File: config.mk
export PLATFORM = sky130hd
export DESIGN_NAME = segment_scan_ctrl
export DESIGN_NICKNAME = d
export VERILOG_FILES = /design/src/rtl/segment_scan_ctrl_pkg.sv /design/src/rtl/segment_scan_ctrl_decoder.sv /design/src/rtl/segment_scan_ctrl.sv
export SDC_FILE = /design/constraint.sdc
export NUM_CORES = 1
export LEC_CHECK = 0
export CORE_AREA = 2 2 81 83
export DETAILED_ROUTE_END_ITERATION = 7
export DIE_AREA = 0 0 83 85
export DONT_BUFFER_PORTS = 1
export HOLD_SLACK_MARGIN = 0.03
export PLACE_DENSITY_LB_ADDON = 0.2
export SLEW_MARGIN = 20
export SYNTH_ARGS = -nofsm -noshare
export SYNTH_HDL_FRONTEND = slang
export SYNTH_HIERARCHICAL = 1
export SYNTH_SLANG_ARGS = --single-unit
File: constraint.sdc
create_clock -name Clk -period 7.3 [get_ports Clk]
set_clock_uncertainty 0.2 [all_clocks]
set_input_delay 0 -clock Clk [delete_from_list [all_inputs] [get_ports Clk]]
set_output_delay 0 -clock Clk [all_outputs]
set_load 0.02 [all_outputs]
File: src/rtl/segment_scan_ctrl_pkg.sv
// Shared definitions for the segment scan controller: FSM states, active-low
// segment codes (gfedcba, 0 = lit) and the all-digits-off anode pattern.
package seg_pkg;

    typedef enum logic [1:0] {
        IDLE  = 2'd0,
        BLANK = 2'd1,
        ON    = 2'd2
    } state_t;

    localparam logic [3:0] ANODE_OFF = 4'hF;
    localparam logic [6:0] SEG_OFF   = 7'h7F;

    localparam logic [6:0] SEG_0 = 7'h40;
    localparam logic [6:0] SEG_1 = 7'h79;
    localparam logic [6:0] SEG_2 = 7'h24;
    localparam logic [6:0] SEG_3 = 7'h30;
    localparam logic [6:0] SEG_4 = 7'h19;
    localparam logic [6:0] SEG_5 = 7'h12;
    localparam logic [6:0] SEG_6 = 7'h02;
    localparam logic [6:0] SEG_7 = 7'h78;
    localparam logic [6:0] SEG_8 = 7'h00;
    localparam logic [6:0] SEG_9 = 7'h10;
    localparam logic [6:0] SEG_A = 7'h08;
    localparam logic [6:0] SEG_B = 7'h03;
    localparam logic [6:0] SEG_C = 7'h46;
    localparam logic [6:0] SEG_D = 7'h21;
    localparam logic [6:0] SEG_E = 7'h06;
    localparam logic [6:0] SEG_F = 7'h0E;

endpackage

File: src/rtl/segment_scan_ctrl_decoder.sv
// Hex nibble to active-low seven-segment code.
module SegmentDecoder
    import seg_pkg::*;
(
    input  logic [3:0] hex,
    output logic [6:0] seg
);

    always_comb begin
        seg = SEG_OFF;
        case (hex)
            4'h0: seg = SEG_0;
            4'h1: seg = SEG_1;
            4'h2: seg = SEG_2;
            4'h3: seg = SEG_3;
            4'h4: seg = SEG_4;
            4'h5: seg = SEG_5;
            4'h6: seg = SEG_6;
            4'h7: seg = SEG_7;
            4'h8: seg = SEG_8;
            4'h9: seg = SEG_9;
            4'hA: seg = SEG_A;
            4'hB: seg = SEG_B;
            4'hC: seg = SEG_C;
            4'hD: seg = SEG_D;
            4'hE: seg = SEG_E;
            4'hF: seg = SEG_F;
            default: seg = SEG_OFF;
        endcase
    end

endmodule

File: src/rtl/segment_scan_ctrl.sv
// Four-digit multiplexed seven-segment scan controller with per-slot dead time
// and frame-synchronous value update. Define SEG_LZB_EN for leading-zero blanking.
module segment_scan_ctrl
    import seg_pkg::*;
#(
    parameter int SCAN_DIV  = 50000,
    parameter int BLANK_CYC = 500
)
(
    input  logic        Clk,
    input  logic        Rst,
    input  logic        Enable,
    input  logic [15:0] Value,
    input  logic        Load,
    output logic [6:0]  Seg,
    output logic [3:0]  Anode,
    output logic        FrameDone
);

    localparam int CW = (SCAN_DIV > 1) ? $clog2(SCAN_DIV) : 1;

    state_t          state, state_nxt;
    logic [CW-1:0]   cnt, cnt_nxt;
    logic [1:0]      idx, idx_nxt;
    logic [15:0]     shadow, shadow_nxt, pending;
    logic            pend_flag;
    logic            wrap;
    logic [3:0]      digit;
    logic [6:0]      code;
    logic            lzb;
    logic [6:0]      seg_nxt;
    logic [3:0]      anode_nxt;

    always_ff @(posedge Clk or posedge Rst) begin
        if (Rst) begin
            state     <= IDLE;
            cnt       <= '0;
            idx       <= '0;
            shadow    <= '0;
            pending   <= '0;
            pend_flag <= 1'b0;
        end else begin
            state  <= state_nxt;
            cnt    <= cnt_nxt;
            idx    <= idx_nxt;
            shadow <= shadow_nxt;
            if (Load)
                pending <= Value;
            if (wrap)
                pend_flag <= 1'b0;
            else if (Load)
                pend_flag <= 1'b1;
        end
    end

    // One counter spans the whole slot; BLANK ends at BLANK_CYC-1, ON at SCAN_DIV-1.
    always_comb begin
        state_nxt = state;
        cnt_nxt   = cnt + CW'(1);
        idx_nxt   = idx;
        case (state)
            IDLE: begin
                state_nxt = BLANK;
                cnt_nxt   = '0;
                idx_nxt   = '0;
            end
            BLANK: begin
                if (cnt == CW'(BLANK_CYC - 1))
                    state_nxt = ON;
            end
            ON: begin
                if (cnt == CW'(SCAN_DIV - 1)) begin
                    state_nxt = BLANK;
                    cnt_nxt   = '0;
                    idx_nxt   = idx + 2'd1;
                end
            end
            default: begin
                state_nxt = IDLE;
                cnt_nxt   = '0;
                idx_nxt   = '0;
            end
        endcase
        if (!Enable) begin
            state_nxt = IDLE;
            cnt_nxt   = '0;
            idx_nxt   = '0;
        end
    end

    always_comb begin
        wrap       = Enable && (state == ON) && (cnt == CW'(SCAN_DIV - 1)) && (idx == 2'd3);
        shadow_nxt = shadow;
        if (wrap)
            shadow_nxt = Load ? Value : (pend_flag ? pending : shadow);
    end

    // Decoding the next shadow lets the digit-0 code reflect a wrap-cycle update at once.
    always_comb digit = shadow_nxt[{idx_nxt, 2'b00} +: 4];

    SegmentDecoder u_dec (
        .hex (digit),
        .seg (code)
    );

`ifdef SEG_LZB_EN
    always_comb begin
        case (idx_nxt)
            2'd3:    lzb = (shadow_nxt[15:12] == 4'h0);
            2'd2:    lzb = (shadow_nxt[15:8]  == 8'h00);
            2'd1:    lzb = (shadow_nxt[15:4]  == 12'h000);
            default: lzb = 1'b0;
        endcase
    end
`else
    always_comb lzb = 1'b0;
`endif

    always_comb begin
        seg_nxt   = SEG_OFF;
        anode_nxt = ANODE_OFF;
        case (state_nxt)
            BLANK: seg_nxt = lzb ? SEG_OFF : code;
            ON: begin
                seg_nxt = lzb ? SEG_OFF : code;
                if (!lzb)
                    anode_nxt = ~(4'b0001 << idx_nxt);
            end
            default: ;
        endcase
    end

    always_ff @(posedge Clk or posedge Rst) begin
        if (Rst) begin
            Seg       <= SEG_OFF;
            Anode     <= ANODE_OFF;
            FrameDone <= 1'b0;
        end else begin
            Seg       <= seg_nxt;
            Anode     <= anode_nxt;
            FrameDone <= wrap;
        end
    end

endmodule
Word-level counts from Yosys, hierarchy flattened

Memories as Yosys holds them, arrays and structs flattened.
Index checks and enable logic that the tools add are counted.
Widths: inputs -> output; s select.

Latch bits: 0
Bits in writable memories: 0
Bits in read-only memories: 112
Register bits: 65
Output and inout port bits: 12
Input port bits: 20
Memories kept: 1

Memories:

| memory           | depth | width | rd ports | clocked after memory_dff | write ports | RTL line                        | RTL |
|---|---|---|---|---|---|---|---|
| (name not given) | 16    | 7     | 1        | 0                        | 0           | segment_scan_ctrl_decoder.sv:11 | `case (hex)` |

Reduce and logical (&&, ||, !) cells: 6
$add $sub $neg: 2
Mux-type cells: 17
Shift-type cells: 2
Divide/modulo/power cells: 0
Multiply operators: 0
Equal/unequal tests: 7
$lt $le $gt $ge: 0
Bitwise logic cells: 1

Operators by type and width:

| cell                  | number |
|---|---|
| $mux 16               | 5 |
| $pmux 16 s2           | 1 |
| $add 16x1->16 const B | 1 |
| $eq 16x16->1 const B  | 1 |
| $eq 16x9->1 const B   | 1 |
| $shiftx 16x5->4       | 1 |
| $mux 2                | 5 |
| $mux 7                | 1 |
| $eq 2x2->1 const B    | 3 |
| $pmux 2 s3            | 1 |
| $eq 2x1->1 const B    | 2 |
| $mux 4                | 1 |
| $not 4->4             | 1 |
| $pmux 2 s2            | 1 |
| $shl 1x2->4 const A   | 1 |
| $logic_and 1x1->1     | 3 |
| $add 2x1->2 const B   | 1 |
| $logic_not 2->1       | 1 |
| $mux 1                | 2 |
| $reduce_bool 2->1     | 1 |
| $reduce_or 2->1       | 1 |

Logic depth before layout (Yosys ltp)

An unclocked memory read counts as a cell.

Depth after elaboration: 8
Gate-level depth with buffers: 15

Cells and area by module

The synthesis kept the hierarchy.

By module, submodules not included:

| module            | area an instance (µm²) | times used | cells an instance | sequential area each (µm²) |
|---|---|---|---|---|
| segment_scan_ctrl | 3025.4                 | 1          | 278               | 1640.3 |
| SegmentDecoder    | 275.3                  | 1          | 32                | 0.0 |

Worst setup path before layout

Ideal clock, no wire load.

Path kind: register to register
Start point: register cnt[0]
End point: register Seg[3]
Library setup time: 84 ps
Clock period less this slack: 4319 ps
Setup slack: 2981 ps
Cell stages (with the launch flop): 13
Arrival: 4035 ps
Data required time: 7016 ps
Path buffers: 0
Path through: dfrtp_1 ha_1 or3b_1 nor4_4 mux2i_2 nand3_2 or4_1 a22oi_1 inv_1 ha_1 inv_1 mux4_1 or2_2

Cells in the longest elaborated chain, start to end: 7

Ends and longest elaborated chain:

| item                                            | RTL line                                         | RTL |
|---|---|---|
| start: declaration                              | segment_scan_ctrl.sv:23                          | `logic [CW-1:0] cnt, cnt_nxt;` |
| start signal: assignment                        | segment_scan_ctrl.sv:44                          | `cnt <= cnt_nxt;` |
| $eq 16x16->1 (*)                                | segment_scan_ctrl.sv:72, segment_scan_ctrl.sv:92 |  |
| $mux 2 or $logic_and 1x1->1 (tied branches)     | segment_scan_ctrl.sv:72, segment_scan_ctrl.sv:92 |  |
| $pmux 2 s2 or $logic_and 1x1->1 (tied branches) | segment_scan_ctrl.sv:61, segment_scan_ctrl.sv:92 |  |
| $mux 2 or $mux 16 (tied branches)               | segment_scan_ctrl.sv:84, segment_scan_ctrl.sv:94 |  |
| $shiftx 16x5->4 (*)                             | segment_scan_ctrl.sv:99                          | `always_comb digit = shadow_nxt[{idx_nxt, 2'b00} +: 4];` |
| net digit[0]                                    | segment_scan_ctrl.sv:28                          | `logic [3:0] digit;` |
| $mem_v2 16x7 (*)                                | -                                                |  |
| net code[3]                                     | segment_scan_ctrl.sv:29                          | `logic [6:0] code;` |
| $mux 7 (*)                                      | segment_scan_ctrl.sv:122                         | `case (state_nxt)` |
| net seg_nxt[3]                                  | segment_scan_ctrl.sv:31                          | `logic [6:0] seg_nxt;` |
| end signal: assignment                          | segment_scan_ctrl.sv:139                         | `Seg <= seg_nxt;` |
| end: declaration                                | segment_scan_ctrl.sv:15                          | `output logic [6:0] Seg,` |

Mark *: on every way through the listed nets, which the timed path passes. The rest lies on a longest branch.
A chain may end at the register's enable or synchronous reset.

Final worst setup path

Same ends and word-level chain as after synthesis.

==> out/results.txt <==
1st-iter DRT viols: 127
Slew Limit Fails: 0
CP top delay family: simple AND/OR/NAND/NOR gates
main flop type after synthesis: dfrtp_1
RSZ-0062 raised after global routing: no
WP data arrival: 5.23 ns
TNS Setup: 0 ns
Critical path buffers and inverters: 2
Die W: 83 µm
Max H-tree Level: 3
cell area after synthesis: 0.003301 mm²
clk sink count: 65
Max IR drop VDD: 202.2 µV
multi-input gate area in the final layout: 0.001550 mm²
post-CTS setup buffer count: 0
Rel. slew slack: 45.41%
Startpoint Class: flip-flop
vias in the first global route: 2510
core footprint: 0.006205 mm²
R2R Setup Slk: 2.14 ns
Post-route DRC: 0
layout cell share with drive strength beyond 1: 18.18%
Rows: 29
CTS tree: done
Worst-path clk slew: 0.07 ns
Worst EP required: 7.37 ns
R2R depth: 12
GPL Wtd Cong: 0.8528
die footprint: 0.007055 mm²
post-synth top area cell: dfrtp_1
Vias: 2420
final setup fails: 0
final WL: 6.821 mm
initial antenna violation count: 0
Synth async-reset ratio: 100.0%
status: complete, no violations
TritonCTS Buffers: 9
final core utilization: 62.94%
Synth Instances: 310
Post-synth EDFFs: 0
slowest CP cell: nor4_4
IO Pins: 32
port buffer count: 0
Syn. warnings: 6
Die Y: 85 µm
Post-CTS Resized: 0
maximum number of pins on one net before global-route repair: 66
RR Startpoint: cnt[0]
Post-CTS Hold Buffers: 33
CP endpoint kind: flip-flop
Tmin final: 5.161 ns
pwr dens: 189.1 mW/mm²
first-pass GRT wire length: 11.91 mm
worst-margin pin slew: 0.8189 ns
Yosys cell types: 48
CTS root buf: clkbuf_8
post-synth net total: 344
worst-path fanout max: 14
ant diodes: 0
most instantiated cells after synthesis: dfrtp_1 (54), nor2_1 (43), mux2_2 (19)
synth top area cells: dfrtp_1 (41%), dfstp_2 (8.8%), mux2_2 (6.5%)
Synth Area per Inst: 10.65 µm²
crit-path cells: ha_1 -> or3b_1 -> nor4_4 -> mux2i_2 -> nand3_2 -> or4_1 -> a22oi_1 -> inv_1 -> ha_1 -> inv_1 -> mux4_1 -> or2_2
number of synthesized register bits: 65
Lkg Pwr: 0.001669 µW
Detail Placement HPWL: 4.463 mm
worst hold path class: input pin to flip-flop
drt pass-1 iters: 4
Layout area overhead: 18.31%
period utilisation layout: 70.70%
gr ovfl total: 0
fmax: 0.1938 GHz
register area share after synthesis: 49.70%
initial core utilization: 53.20%
total of max-cap violations: 0
Hold Path Origin: Value[9]
crit-path max cell delay: 0.61 ns
RR Endpoint: Seg[3]
later-pin clock latency in the skew report: 0.35 ns
ANT nets after route: 0
GRT Overall Usage: 21.33%
Hold Path Sink: pending[9]
most common cell in the netlist: dfrtp_1
Final Hold Viols: 0
WL per Instance: 15.90 µm
final-layout fill cell count: 502
Hold Crit Depth: 3
NumNets Final: 381
CTS Buffer Depth: 2
DR vias/cell: 5.641
area share of the largest cell type after synthesis: 40.94%
critical path type: flip-flop to flip-flop
Register Area: 0.001640 mm²
area by class of cell:
type | count | share of cell area (%)
sequential | 65 | 42.01
multi-input combinational | 218 | 39.70
timing repair buffer | 35 | 9.100
clock buffer | 9 | 3.172
tap | 77 | 2.467
clock inverter | 7 | 1.826
inverter | 18 | 1.730
stage by stage:
| step | setup slack (ns) | power, µW | instance area [µm²] | instances | hold slack [ns] |
|---|---|---|---|---|---|
| after floorplan | 2.981 | 413.2 | 3301 | 310 | -0.07905 |
| after global placement | 2.417 | 417.6 | 3362 | 379 | -0.08018 |
| after detailed placement | 2.191 | 418.7 | 3362 | 379 | -0.07581 |
| after CTS | 2.169 | 743.0 | 3897 | 428 | 0.09577 |
| after global routing | 1.872 | 769.9 | 3905 | 429 | 0.1407 |
| final | 2.139 | 738.6 | 3905 | 429 | 0.1114 |
cell usage in the layout (no fill, tap or decap), types with 7 or more instances in the layout:
| cell | instances |
|---|---|
| a21oi_1 | 10 |
| a22oi_1 | 9 |
| clkbuf_8 | 9 |
| dfrtp_1 | 54 |
| dfstp_2 | 11 |
| dlygate4sd3_1 | 32 |
| ha_1 | 14 |
| inv_1 | 15 |
| mux2_2 | 19 |
| mux2i_1 | 9 |
| nand2_1 | 14 |
| nand3_1 | 8 |
| nor2_1 | 43 |
| nor3_1 | 7 |
| o21ai_0 | 10 |
| or2_2 | 9 |
| xor2_1 | 8 |
worst register-to-register path, cell delays in order (launching register included):
cell	delay [ns]
dfrtp_1	0.39
ha_1	0.22
or3b_1	0.44
nor4_4	0.61
mux2i_2	0.60
nand3_2	0.23
or4_1	0.58
a22oi_1	0.50
inv_1	0.20
ha_1	0.33
inv_1	0.05
mux4_1	0.46
or2_2	0.28
registers in the layout (all words and copies together), names as in the netlist:
register,count
idx,2
state,2
Seg,7
pending,16
pend_flag,1
FrameDone,1
Anode,4
shadow,16
cnt,16
worst max-delay path by stage:
| stage | startpoint | endpoint | slack [ns] | cells past startpoint |
|---|---|---|---|---|
| finish | cnt[0] | Seg[3] | 2.14 | 12 |
| global route | cnt[0] | Seg[3] | 1.87 | 12 |
| CTS | cnt[0] | Seg[3] | 2.17 | 12 |
| detailed placement | cnt[0] | Seg[3] | 2.19 | 12 |
| global placement | cnt[0] | Seg[3] | 2.42 | 12 |
| floorplan | cnt[0] | Seg[3] | 2.98 | 12 |
layer usage:
layer / routed length, µm / GRT usage, % / share of wire, %
met1: 3272 / 29.51 / 48
met4: 151 / 9.240 / 2.2
met3: 345 / 4.086 / 5.1
met5: 0 / 0 / 0
met2: 3051 / 33.14 / 45
where the power goes:
part / internal [µW] / switching, µW
combinational: 27.9 / 25.3
sequential: 374 / 7.69
clock: 157 / 146
total: 559 / 179
kinds of logic after synthesis:
family	count (synthesis)	share of synthesized area (%)
xor gates and xnor gates	12	3.184
muxes	30	10.42
DFF	65	49.70
and+or+nand+nor	112	17.78
AOI/OAI and AO/OA	50	10.27
adders and majority gates	14	5.307
buffers and inverters	27	3.335
No activity file was read; power rests on OpenSTA's default activity.
